`src/rtl/u_seqdiv8.sv`:
```
// Sequential restoring divider: one shift-subtract step per clock, WIDTH steps per
// division, results registered on entry to DONE and held until the next completion.
module u_seqdiv8 #(
  parameter int WIDTH = 8
) (
  input  logic             clk,
  input  logic             rst,
  input  logic             start,
  input  logic [WIDTH-1:0] dividend,
  input  logic [WIDTH-1:0] divisor,
  output logic             busy,
  output logic             done,
  output logic [WIDTH-1:0] quotient,
  output logic [WIDTH-1:0] remainder,
  output logic             div_by_zero
);

  localparam int CNT_W = (WIDTH > 2) ? $clog2(WIDTH) : 1;
  localparam logic [CNT_W-1:0] LAST_CNT = CNT_W'(WIDTH - 1);
  localparam logic [CNT_W-1:0] CNT_ONE  = CNT_W'(1);

  typedef enum logic [1:0] {
    IDLE = 2'd0,
    RUN  = 2'd1,
    DONE = 2'd2
  } state_t;

  state_t             state_r;
  state_t             next_state_s;
  logic               load_s;
  logic               step_s;
  logic               finish_s;
  logic               last_s;
  logic               busy_d_s;
  logic               done_d_s;

  logic [WIDTH-1:0]   dvd_r;
  logic [WIDTH-1:0]   dsr_r;
  logic [WIDTH-1:0]   rem_r;
  logic [CNT_W-1:0]   cnt_r;
  logic               busy_r;
  logic               done_r;
  logic [WIDTH-1:0]   quotient_r;
  logic [WIDTH-1:0]   remainder_r;
  logic               dbz_r;

  logic [WIDTH:0]     shifted_s;
  logic [WIDTH:0]     trial_s;
  logic               q_bit_s;
  logic [WIDTH-1:0]   rem_next_s;
  logic [WIDTH-1:0]   quo_next_s;

  // FSM state register
  always_ff @(posedge clk or posedge rst) begin
    if (rst) begin
      state_r <= IDLE;
    end else begin
      state_r <= next_state_s;
    end
  end

  // FSM next-state logic
  always_comb begin
    next_state_s = IDLE;
    case (state_r)
      IDLE, DONE: begin
        if (start) begin
          next_state_s = RUN;
        end else begin
          next_state_s = IDLE;
        end
      end
      RUN: begin
        if (last_s) begin
          next_state_s = DONE;
        end else begin
          next_state_s = RUN;
        end
      end
      default: next_state_s = IDLE;
    endcase
  end

  // FSM output decode: datapath controls and next-cycle status flags
  always_comb begin
    last_s   = (cnt_r == LAST_CNT);
    load_s   = 1'b0;
    step_s   = 1'b0;
    finish_s = 1'b0;
    case (state_r)
      IDLE, DONE: begin
        load_s = start;
      end
      RUN: begin
        step_s   = 1'b1;
        finish_s = last_s;
      end
      default: begin
        load_s = 1'b0;
      end
    endcase
    busy_d_s = (next_state_s == RUN);
    done_d_s = (next_state_s == DONE);
  end

  // One restoring step; the sign of the (WIDTH+1)-bit trial difference picks the quotient bit.
  // With divisor 0 the difference never goes negative, so the quotient fills with ones
  // and the partial remainder accumulates the dividend unchanged.
  always_comb begin
    shifted_s = {1'b0, rem_r[WIDTH-1:0]} << 1;
    shifted_s[0] = dvd_r[WIDTH-1];
    trial_s   = shifted_s - {1'b0, dsr_r};
    q_bit_s   = ~trial_s[WIDTH];
    if (q_bit_s) begin
      rem_next_s = trial_s[WIDTH-1:0];
    end else begin
      rem_next_s = shifted_s[WIDTH-1:0];
    end
    quo_next_s = {dvd_r[WIDTH-2:0], q_bit_s};
  end

  // Operand, partial-remainder, counter and result registers
  always_ff @(posedge clk or posedge rst) begin
    if (rst) begin
      dvd_r       <= '0;
      dsr_r       <= '0;
      rem_r       <= '0;
      cnt_r       <= '0;
      busy_r      <= 1'b0;
      done_r      <= 1'b0;
      quotient_r  <= '0;
      remainder_r <= '0;
      dbz_r       <= 1'b0;
    end else begin
      busy_r <= busy_d_s;
      done_r <= done_d_s;
      if (load_s) begin
        dvd_r <= dividend;
        dsr_r <= divisor;
        rem_r <= '0;
        cnt_r <= '0;
      end else if (step_s) begin
        dvd_r <= quo_next_s;
        rem_r <= rem_next_s;
        cnt_r <= cnt_r + CNT_ONE;
      end
      if (finish_s) begin
        quotient_r  <= quo_next_s;
        remainder_r <= rem_next_s;
        dbz_r       <= (dsr_r == '0);
      end
    end
  end

  assign busy        = busy_r;
  assign done        = done_r;
  assign quotient    = quotient_r;
  assign remainder   = remainder_r;
  assign div_by_zero = dbz_r;

endmodule
```
`config.mk`:
```
export PLATFORM = sky130hd
export DESIGN_NAME = u_seqdiv8
export DESIGN_NICKNAME = d
export VERILOG_FILES = /design/src/rtl/u_seqdiv8.sv
export SDC_FILE = /design/constraint.sdc
export NUM_CORES = 1
export LEC_CHECK = 0
export CAP_MARGIN = 10
export CELL_PAD_IN_SITES_DETAIL_PLACEMENT = 0
export CELL_PAD_IN_SITES_GLOBAL_PLACEMENT = 1
export CORE_UTILIZATION = 43
export CTS_BUF_LIST = sky130_fd_sc_hd__clkbuf_8
export CTS_CLUSTER_SIZE = 16
export DETAILED_ROUTE_END_ITERATION = 10
export GPL_TIMING_DRIVEN = 0
export PLACE_DENSITY_LB_ADDON = 0.05
export SYNTH_ARGS = -nofsm -noshare
export SYNTH_HDL_FRONTEND = slang
export SYNTH_SLANG_ARGS = --single-unit
```
`constraint.sdc`:
```
create_clock -name clk -period 3 [get_ports clk]
set_input_delay 0.45 -clock clk [delete_from_list [all_inputs] [get_ports clk]]
set_output_delay 0.45 -clock clk [all_outputs]
set_load 0.01 [all_outputs]
```
== After elaboration in Yosys (flattened, before gate mapping) ==
Index checks and enable logic that the tools add are counted.
Storage, ports and cells
  flip-flop bits (word level): 48
  input bits: 19
  output and inout port bits: 19
  word-level logic and storage cells: 35
Cells by class
  $add $sub $neg: 2
  equal/unequal tests: 5
  multiplexer cells: 13
  bitwise logic cells: 1
  reductions and logical operators: 4
Operators with widths (number)
  $mux W8: 5
  $sub A9 B8 Y9: 1
  $logic_not A8 Y1: 1
  $mux W3: 2
  $eq A2 B1 Y1 const B: 2
  $eq A2 B2 Y1 const B: 2
  $mux W1: 4
  $pmux W2 S2: 1
  $add A3 B1 Y3 const B: 1
  $eq A3 B3 Y1 const B: 1
  $logic_not A2 Y1: 1
  $mux W2: 1
  $reduce_bool A2 Y1: 1
  $reduce_or A2 Y1: 1
  $not A1 Y1: 1

== Logic depth before layout (Yosys ltp) ==
  word-level depth: 4
  mapped depth: 9

== Worst setup path before layout ==
OpenSTA, ideal clock, no wires.
  path kind: register to register
  from: reg dvd_r[7]
  to: reg remainder_r[0], in the netlist remainder[0]
  library setup time: 0.077 ns
  arrival time: 2.367 ns
  required time: 2.923 ns
  slack: 0.556 ns
  cell stages (with the launch flop): 10
  buffers on the path: 0
  period minus slack after synthesis: 2.444 ns
  cell sequence: dfrtp_1 > inv_1 > ha_1 > inv_1 > fa_1 > a211oi_4 > o211ai_2 > a311oi_4 > mux2_4 > o21ai_1
Between the ends
  longest elaborated chain between the ends: 2
RTL lines
  start, declared: RTL line 37  | logic [WIDTH-1:0] dvd_r;
  start signal, assigned: RTL line 138  | dvd_r <= dividend;
  start signal, assigned: RTL line 143  | dvd_r <= quo_next_s;
  $sub A9 B8 Y9: RTL line 112  | trial_s = shifted_s - {1'b0, dsr_r};
  $mux W8 (*): RTL line 114  | if (q_bit_s) begin
  end signal, assigned: RTL line 149  | remainder_r <= rem_next_s;
  end, declared: RTL line 44  | logic [WIDTH-1:0] remainder_r;
Mark *: on every way between the ends. The rest lies on a longest branch, timed or not.
A chain may end at the register's enable or synchronous reset.

== Final worst setup path ==
  from: reg dvd_r[7]
  to: reg remainder_r[6], in the netlist remainder[6]
Between the ends
  longest elaborated chain between the ends: 2
RTL lines (RTL line)
  $sub A9 B8 Y9: 112
  $mux W8: 114
Every way passes these cells.

==> results.txt <==
Status -> completed
Setup TNS Final -> 0 ns
Synth area leader -> dfrtp_1
Synth Register Bits -> 48
LEAKAGE -> 1.33 nW
Num Clock Sinks -> 48
Top-area cell type share of the netlist area -> 50.5%
Layout Nets -> 306
Largest net degree at the start of global routing -> 43
CP Data Arrival Time -> 3.03 ns
Total congestion overflow -> 0
Fill count -> 482
Hold-fix buffers at CTS -> 0
Area Overhead vs Synth -> 25.4%
Mapped cell area -> 2380 µm²
Critical Path RT -> 3.16 ns
Top cells by area, synth -> dfrtp_1 (51%), nand2_1 (7.6%), ha_1 (5.3%)
Post-synthesis sequential area ratio -> 50.5%
Hold WS -> 0.355 ns
Layout cells sized above 1 -> 10.1%
H-tree Lvls -> 2
Buffers on Ports -> 37
CP startpoint kind -> register
Number of flops mapped to enable cells by yosys -> 0
Mapped Avg Cell Area -> 10.3 µm²
Root buffer cell -> clkbuf_8
Critical path capture point type -> register
Initial Util -> 45.7%
Vias/cell -> 5.11
Multi-input gate area in the final layout -> 1080 µm²
Post-CTS repair timing setup buffer count -> 0
CTS tree -> built
Compound-cell area share of the yosys netlist -> 17.7%
Total number of vias -> 1,774
Post-synth top flop -> dfrtp_1
Peak VDD IR -> 0.000589 V
Simple-gate share of the synthesized area -> 13.1%
Vias in the first global route -> 1,846
Final Max Slew Viols -> 0
Total track usage -> 20.1%
Syn_nets -> 261
CTS-repair resized insts -> 0
MaxCap Viol Count -> 0
Clock latency on the worst-skew pair -> 0.30 ns
CTS buffer count -> 5
Final setup vio count -> 0
WS Path Type -> reg -> reg
Tightest Pin Transition -> 0.708 ns
Die height -> 76.4 µm
DR iter-0 viols -> 81
Antenna viol nets, final -> 0
Post-Syn Instances -> 231
FP Rows -> 26
Ant diodes -> 0
Die footprint -> 5830 µm²
Post-route DRC -> 0
Clock Pin Slew Worst Setup and Hold Paths -> 0.09 ns
Total power -> 4.10 mW
Register area -> 1200 µm²
I/O pin count -> 38
Hpwl dp -> 3.81 mm
Longest Clk Path Bufs -> 2
Final hold vios -> 0
Drt pass-1 iters -> 4
Yosys cell types -> 43
Mux share of post-synthesis cell area -> 7.11%
First-pass GRT wire length -> 9.15 mm
Die W -> 76.4 µm
Yosys warns -> 0
Unrepaired setup endpoints after global routing -> false
Largest family of logic cells by synthesized area -> compound AO/OA/AOI/OAI gates
Hold Crit Class -> in -> async
Worst rel slew slack -> 52.6%
Core footprint -> 5200 µm²
Reg2Reg Depth -> 9
Crit Path Max Fanout -> 7
Pwr dens -> 1370 nW/µm²
Fin Clk Skew -> 0.00620 ns
Most frequent cells in the layout -> nand2_1 (48), dfrtp_1 (48), clkdlybuf4s50_1 (37)
Fmax -> 349 MHz
Post-synthesis adder-cell area fraction -> 6.11%
Period Utilization, post-route -> 95.5%
Drt total wl -> 5.24 mm
Number of antenna violations at the first check in global routing -> 0
Min Tclk post-route -> 2.86 ns
Synth Area in XOR/XNOR -> 1.47%
Wirelength per Cell -> 15.1 µm
Post-synth ARST share -> 100%
RePlAce Congestion -> 0.857
## stage by stage
stage / cell area [µm²] / std cells / util (%) / setup WS (ns)
after global routing: 2980 / 347 / 57.3 / 0.00255
after global placement: 2840 / 338 / 54.5 / 0.196
final: 2980 / 347 / 57.3 / 0.136
after floorplan: 2380 / 231 / - / 0.556
after CTS: 2980 / 347 / 57.3 / 0.154
after detailed placement: 2860 / 339 / 54.9 / 0.181
## state kept, by name, summed over array words and instances (netlist names)
signal       flops
rem_r            8
busy             1
cnt_r            3
div_by_zero      1
state_r          2
dsr_r            8
done             1
quotient         8
remainder        8
dvd_r            8
## cell usage after synthesis (2+ instances only)
| master | count |
|---|---|
| a211oi_1 | 3 |
| a21oi_1 | 2 |
| a21oi_2 | 2 |
| a22o_1 | 2 |
| a22oi_1 | 6 |
| clkbuf_1 | 9 |
| dfrtp_1 | 48 |
| ha_1 | 10 |
| inv_1 | 15 |
| mux2_2 | 7 |
| mux2_4 | 2 |
| mux2i_1 | 6 |
| nand2_1 | 48 |
| nand2b_1 | 4 |
| nand3_1 | 2 |
| nor2_1 | 5 |
| nor2b_1 | 2 |
| nor3_1 | 2 |
| nor4_1 | 2 |
| o211ai_2 | 2 |
| o21ai_0 | 16 |
| o21ai_1 | 12 |
| o31ai_1 | 2 |
| xor2_1 | 3 |
## area by class of cell
| type | count | share of cell area [%] |
|---|---|---|
| well taps | 70 | 2.94 |
| repair buffers | 38 | 13.1 |
| flip-flops and latches | 48 | 40.3 |
| multi-input cells | 158 | 36.3 |
| inverters | 15 | 1.89 |
| plain buffers | 10 | 1.30 |
| clock inverters | 1 | 1.01 |
| clock buffers | 7 | 3.23 |
## logic make-up (layout without fill, tap and decap cells)
| family | after synthesis | in the layout |
|---|---|---|
| AND/OR/NAND/NOR | 70 | 70 |
| flip-flops | 48 | 48 |
| XOR/XNOR | 4 | 4 |
| AO/OA/AOI/OAI | 58 | 58 |
| buffers and inverters | 25 | 71 |
| multiplexers | 15 | 15 |
| adder cells (fa/ha/maj) | 11 | 11 |
## routing by layer
metal | track usage [%] | vias to the layer above | part of all wire, %
li1 | - | 891 | -
met3 | 3.71 | 5 | 2.4
met1 | 29.2 | 852 | 53
met2 | 30.3 | 26 | 44
met5 | 0 | - | 0
met4 | 6.35 | 0 | 1.3
## power by group
group	internal (mW)	total, mW	switching [mW]
logic	1.10	2.41	1.31
clock network	0.294	0.510	0.216
registers	0.973	1.18	0.205
## critical path, stage by stage (launching register included)
cell      delay (ns)
dfrtp_1         0.38
inv_1           0.10
ha_1            0.16
inv_1           0.05
fa_1            0.44
a211oi_4        0.30
o211ai_2        0.16
a311oi_4        0.62
mux2i_1         0.42
o21ai_1         0.10
## final timing paths
kind / start / slack (ns) / to
setup / recovery: dvd_r[7]$_DFFE_PP0P_ / 0.14 / remainder[6]$_DFFE_PP0P_
min in group clk: div_by_zero$_DFFE_PP0P_ / 0.48 / div_by_zero$_DFFE_PP0P_
hold / removal: rst / 0.36 / dsr_r[3]$_DFFE_PP0N_
max in group asynchronous: rst / 2.18 / rem_r[4]$_DFFE_PP0P_
hold reg to reg: div_by_zero$_DFFE_PP0P_ / 0.48 / div_by_zero$_DFFE_PP0P_
setup reg to reg: dvd_r[7]$_DFFE_PP0P_ / 0.14 / remainder[6]$_DFFE_PP0P_
No activity file was read; power rests on OpenSTA's default activity.
